`src/rtl/frame_wr.sv`:
```
// Ingress frame writer: allocates blocks from the free list, writes frame bytes to packet memory, chains blocks and emits a descriptor.
// Optional build macro FRAME_WR_STALL_CNT_EN adds stall_cnt_o (saturating count of ungranted WAIT cycles).
//
// state  | meaning
// REQ    | one-cycle alloc request pulse
// WAIT   | sample grant; on grant load new block (and link it if a frame is open)
// STREAM | accept bytes into the current block
// DESC   | present descriptor until consumed
module frame_wr #(
  parameter int ADDR_W = 7,
  parameter int OFF_W  = 6,
  parameter int LEN_W  = 12
) (
  input  logic                    clk,
  input  logic                    rst,
  input  logic                    in_valid_i,
  input  logic [7:0]              in_data_i,
  input  logic                    in_last_i,
  output logic                    in_ready_o,
  output logic                    alloc_req_o,
  input  logic                    alloc_gnt_i,
  input  logic [ADDR_W-1:0]       alloc_block_idx_i,
  output logic                    mem_we_o,
  output logic [ADDR_W+OFF_W-1:0] mem_addr_o,
  output logic [7:0]              mem_wdata_o,
  output logic                    link_we_o,
  output logic [ADDR_W-1:0]       link_addr_o,
  output logic [ADDR_W-1:0]       link_next_o,
  output logic                    desc_valid_o,
  output logic [ADDR_W-1:0]       desc_head_o,
  output logic [LEN_W-1:0]        desc_len_o,
  input  logic                    desc_ready_i
`ifdef FRAME_WR_STALL_CNT_EN
  ,
  output logic [15:0]             stall_cnt_o
`endif
);

  typedef enum logic [1:0] {REQ, WAIT, STREAM, DESC} state_t;

  state_t             state_q, state_d;
  logic [ADDR_W-1:0]  cur_q, cur_d;
  logic [ADDR_W-1:0]  prev_q, prev_d;
  logic [ADDR_W-1:0]  head_q, head_d;
  logic [OFF_W-1:0]   off_q, off_d;
  logic [LEN_W-1:0]   len_q, len_d;
  logic               open_q, open_d;

  always_ff @(posedge clk or posedge rst) begin
    if (rst) begin
      state_q <= REQ;
      cur_q   <= '0;
      prev_q  <= '0;
      head_q  <= '0;
      off_q   <= '0;
      len_q   <= '0;
      open_q  <= 1'b0;
    end else begin
      state_q <= state_d;
      cur_q   <= cur_d;
      prev_q  <= prev_d;
      head_q  <= head_d;
      off_q   <= off_d;
      len_q   <= len_d;
      open_q  <= open_d;
    end
  end

  always_comb begin
    state_d      = state_q;
    cur_d        = cur_q;
    prev_d       = prev_q;
    head_d       = head_q;
    off_d        = off_q;
    len_d        = len_q;
    open_d       = open_q;
    in_ready_o   = 1'b0;
    alloc_req_o  = 1'b0;
    mem_we_o     = 1'b0;
    mem_addr_o   = '0;
    mem_wdata_o  = '0;
    link_we_o    = 1'b0;
    link_addr_o  = '0;
    link_next_o  = '0;
    desc_valid_o = 1'b0;
    desc_head_o  = '0;
    desc_len_o   = '0;

    case (state_q)
      REQ: begin
        // REQ is the reset state, so the pulse is masked while reset is held
        alloc_req_o = !rst;
        state_d     = WAIT;
      end
      WAIT: begin
        if (alloc_gnt_i) begin
          cur_d = alloc_block_idx_i;
          off_d = '0;
          if (open_q) begin
            link_we_o   = 1'b1;
            link_addr_o = prev_q;
            link_next_o = alloc_block_idx_i;
          end else begin
            head_d = alloc_block_idx_i;
            open_d = 1'b1;
          end
          state_d = STREAM;
        end else begin
          state_d = REQ;
        end
      end
      STREAM: begin
        in_ready_o = 1'b1;
        if (in_valid_i) begin
          mem_we_o    = 1'b1;
          mem_addr_o  = {cur_q, off_q};
          mem_wdata_o = in_data_i;
          off_d       = off_q + OFF_W'(1);
          len_d       = len_q + LEN_W'(1);
          if (in_last_i) begin
            link_we_o   = 1'b1;
            link_addr_o = cur_q;
            link_next_o = '0;
            state_d     = DESC;
          end else if (off_q == {OFF_W{1'b1}}) begin
            prev_d  = cur_q;
            state_d = REQ;
          end
        end
      end
      DESC: begin
        desc_valid_o = 1'b1;
        desc_head_o  = head_q;
        desc_len_o   = len_q;
        if (desc_ready_i) begin
          len_d   = '0;
          open_d  = 1'b0;
          state_d = REQ;
        end
      end
      default: state_d = REQ;
    endcase
  end

`ifdef FRAME_WR_STALL_CNT_EN
  logic [15:0] stall_q;

  always_ff @(posedge clk or posedge rst) begin
    if (rst) begin
      stall_q <= '0;
    end else if (state_q == WAIT && !alloc_gnt_i && stall_q != 16'hFFFF) begin
      stall_q <= stall_q + 16'd1;
    end
  end

  assign stall_cnt_o = stall_q;
`else
  // Stall counter not present in this build.
`endif

endmodule

```
`config.mk`:
```
export PLATFORM = sky130hd
export DESIGN_NAME = frame_wr
export DESIGN_NICKNAME = d
export VERILOG_FILES = /design/src/rtl/frame_wr.sv
export SDC_FILE = /design/constraint.sdc
export NUM_CORES = 1
export LEC_CHECK = 0
export ABC_AREA = 1
export BUFFER_PORTS_ARGS = -buffer_cell sky130_fd_sc_hd__buf_2
export CAP_MARGIN = 40
export CORE_UTILIZATION = 30
export CTS_BUF_LIST = sky130_fd_sc_hd__clkbuf_16
export DETAILED_ROUTE_END_ITERATION = 12
export PLACE_DENSITY = 0.56
export SETUP_SLACK_MARGIN = 0.05
export SLEW_MARGIN = 20
export SYNTH_ARGS = -nofsm -noshare
export SYNTH_HDL_FRONTEND = slang
export SYNTH_SLANG_ARGS = --single-unit
```
`constraint.sdc`:
```
create_clock -name clk -period 1.32 [get_ports clk]
set_input_delay 0.198 -clock clk [delete_from_list [all_inputs] [get_ports clk]]
set_output_delay 0.198 -clock clk [all_outputs]
set_load 0.01 [all_outputs]
```
==> flow_metrics.env <==
export IMPL_p_int_mw=4.01
export IMPL_area_growth_synth_to_final_pct=63.0
export IMPL_insertion_delay_ns=0.28
export IMPL_utilization_pct=51.5
export IMPL_hold_viol_final=0
export IMPL_cts_root_buf="clkbuf_16"
export IMPL_vias_per_cell=4.55
export IMPL_die_h_um=96.0
export IMPL_crit_chain="inv_2, buf_6, ha_4, clkinvlp_4, a21oi_2, buf_2"
export IMPL_clock_sinks=42
export IMPL_synth_cell_types=29
export IMPL_nets=526
export IMPL_setup_viol=100
export IMPL_multi_input_area_sq_um=1640
export IMPL_run_status="finished with violations"
export IMPL_rows=33
export IMPL_cts_tree="yes"
export IMPL_syn_nets=390
export IMPL_worstPathBufferInverterCount=4
export IMPL_cts_max_level=2
export IMPL_drive_gt1_share_pct=48.6
export IMPL_synthTopCellsByArea="dfrtp_1 (40%), nand2_1 (13%), inv_1 (9.4%), nor2_1 (4.7%), o21ai_0 (3.6%)"
export IMPL_grt_max_degree=43
export IMPL_max_freq_mhz=535
export IMPL_grt_pass1_vias=2607
export IMPL_power_density_nw_per_um2=1590
export IMPL_finalWirelength_mm=7.53
export IMPL_static_leakage_power_nw=2.29
export IMPL_regArea_sq_um=1050
export IMPL_synthesis_instances=363
export IMPL_endpoint_kind="output pin"
export IMPL_cts_clk_slew_worst_paths_ns=0.06
export IMPL_dr_pass1_iters=4
export IMPL_worst_slack_ns=-0.548
export IMPL_grt_setup_unrepaired="true"
export IMPL_overflow=0
export IMPL_totalPowerFinal_mw=6.85
export IMPL_post_route_period_util_pct=142
export IMPL_grt_use_total_pct=16.9
export IMPL_antenna_found_initial=0
export IMPL_critical_path_max_fanout=8
export IMPL_gp_congestion=0.807
export IMPL_critical_path_class="flop to output pin"
export IMPL_cp_data_required_time_ns=1.12
export IMPL_cp_arrival_ns=1.67
export IMPL_dp_hpwl_mm=5.16
export IMPL_yosysTopAreaCell="dfrtp_1"
export IMPL_dieArea_sq_um=9210
export IMPL_cp_slowest_cell="dfrtp_1"
export IMPL_start_kind="flop"
export IMPL_start_util_pct=31.6
export IMPL_grt_pass1_wl_mm=12.0
export IMPL_period_needed_ns=1.87
export IMPL_n_fill_cell=806
export IMPL_ios=80
export IMPL_yosys_warnings=0
export IMPL_relSlewSlack_pct=83.3
export IMPL_ys_flop_type="dfrtp_1"
export IMPL_p_sw_mw=2.84
export IMPL_min_path_type="primary input to flop"
export IMPL_failed_checks="setup timing"
export IMPL_die_w_um=96.0
export IMPL_maxSlewViolCount=0
export IMPL_synth_most_common_cell="nand2_1"
export IMPL_num_vias=2753
export IMPL_synth_top_area_share_pct=39.7
export IMPL_swShare_pct=41.5
export IMPL_drv_cap=0
export IMPL_fin_skew_ns=0.00561
export IMPL_path_delay_family="buffers and inverters"
export IMPL_whs_ns=0.173
export IMPL_drcViolationCount=0
export IMPL_syn_area_sq_um=2650
export IMPL_wl_per_cell_um=12.4
export IMPL_async_reset_ff_share_pct=100
export IMPL_core_area_sq_um=8380
export IMPL_syn_avg_cell_area_sq_um=7.30
export IMPL_ys_seq_elements=42
export IMPL_drtIter0Drc=75
export IMPL_finalSetupTns_ns=-39.03
export IMPL_portBuffers=79
export IMPL_drtAntennaViolNets=0
export IMPL_clockBufferDepth=2
export IMPL_synth_edf_count=0
export IMPL_comb_power_share_pct=56.5
export IMPL_ir_worst_vdd_v=0.000588
export IMPL_yosysSeqAreaShare_pct=39.7
export IMPL_max_stage_delay_ns=0.39
export IMPL_pre_cts_ws_ns=-0.328
export IMPL_synthTopCellsByCount="nand2_1 (94), inv_1 (66), dfrtp_1 (42)"
export IMPL_worst_slew_pin_slew_ns=0.251
export IMPL_seqPwrFrac_pct=26.2
export IMPL_antenna_cells=0
export IMPL_pwr_share_clk_pct=17.3
export IMPL_cts_buffers=5
## through the flow
| stage | instances | cell area (sq um) |
|---|---|---|
| global placement | 575 | 3570 |
| CTS | 600 | 4150 |
| floorplan | 363 | 2820 |
| global route | 605 | 4320 |
| finish | 605 | 4320 |
| detailed placement | 575 | 3570 |
## worst reg2reg max path, cell delays in order (launching register included)
cell,delay [ns]
dfrtp_1,0.40
buf_4,0.14
buf_6,0.11
ha_4,0.19
buf_4,0.14
buf_6,0.12
nand2_4,0.07
nand2_4,0.05
a21oi_4,0.22
buf_12,0.16
nand4_1,0.08
o21ai_1,0.08
## path summary, 6_finish.rpt
| path | startpoint | end | slack [ns] | cells past startpoint |
|---|---|---|---|---|
| min in group asynchronous | rst | off_q[4] | 0.53 | 4 |
| max reg2reg | state_q[1] | len_q[7] | -0.53 | 11 |
| max in group asynchronous | rst | len_q[10] | 0.58 | 4 |
| min reg2reg | prev_q[1] | prev_q[1] | 0.49 | 2 |
| max | state_q[0] | link_addr_o[4] | -0.55 | 6 |
| min | alloc_block_idx_i[2] | cur_q[2] | 0.17 | 3 |
## placed cells by master (no fill, tap or decap), types with 4 or more instances in the layout
master and count:
nand2_1 79, buf_2 66, inv_1 58, dfrtp_1 42
buf_4 37, buf_6 23, nor2_4 22, nand3_1 18
nand2_2 16, o21ai_1 15, nand4_1 15, nor2_2 11
nor2_1 10, o21ai_2 9, a21oi_2 8, inv_2 7
nand2_4 7, o21ai_0 7, buf_12 7, clkbuf_16 5
ha_4 4
## logic make-up (layout without fill, tap and decap cells)
| logic type | after synthesis | count (layout) | share of synthesized area [%] |
|---|---|---|---|
| compound gates | 44 | 45 | 10.3 |
| flops | 42 | 42 | 39.7 |
| xor+xnor | 3 | 3 | 0.992 |
| fa+ha+maj | 6 | 6 | 2.83 |
| mux | 6 | 6 | 2.69 |
| buf+inv | 81 | 215 | 12.8 |
| simple gates | 181 | 183 | 30.6 |
## state kept, by name, summed over array words and instances (netlist names)
signal and flops:
cur_q 7, head_q 7, len_q 12, off_q 6
open_q 1, prev_q 7, state_q 2
## layout make-up
class | instances | area share [%]
timing repair buffer | 135 | 24.2
multi-input combinational | 243 | 38.0
tap | 105 | 3.04
inverter | 71 | 6.72
sequential | 42 | 24.3
clock buffer | 5 | 2.90
timing repair inverter | 1 | 0.377
clock inverter | 3 | 0.377
## routing by layer
metal	up-vias	track usage, %	share of wire, %
met1	1282	21.2	45
met5	-	0	0
met2	55	29.6	50
met3	9	3.08	4.0
met4	0	4.98	1.5
li1	1407	-	-
## timing repair
action                                  in CTS  in global routing
buffers inserted                            11                  5
resized for setup                           74                 33
gates cloned                                 5                  0
endpoints found under the setup margin     100                101
endpoints found under the hold margin       42                  0
hold buffers                                 1                  0
pin swaps                                   11                  5
## power by group through the flow
stage	clock, mW	sequential (mW)	combinational [mW]
after floorplan	0	1.80	1.72
final	1.19	1.79	3.87
after global placement	0	1.81	2.69
after CTS	1.23	1.79	3.65
after detailed placement	0	1.82	2.72
after global routing	1.28	1.83	4.19
Note: power is estimated with default switching activity, not from simulation.
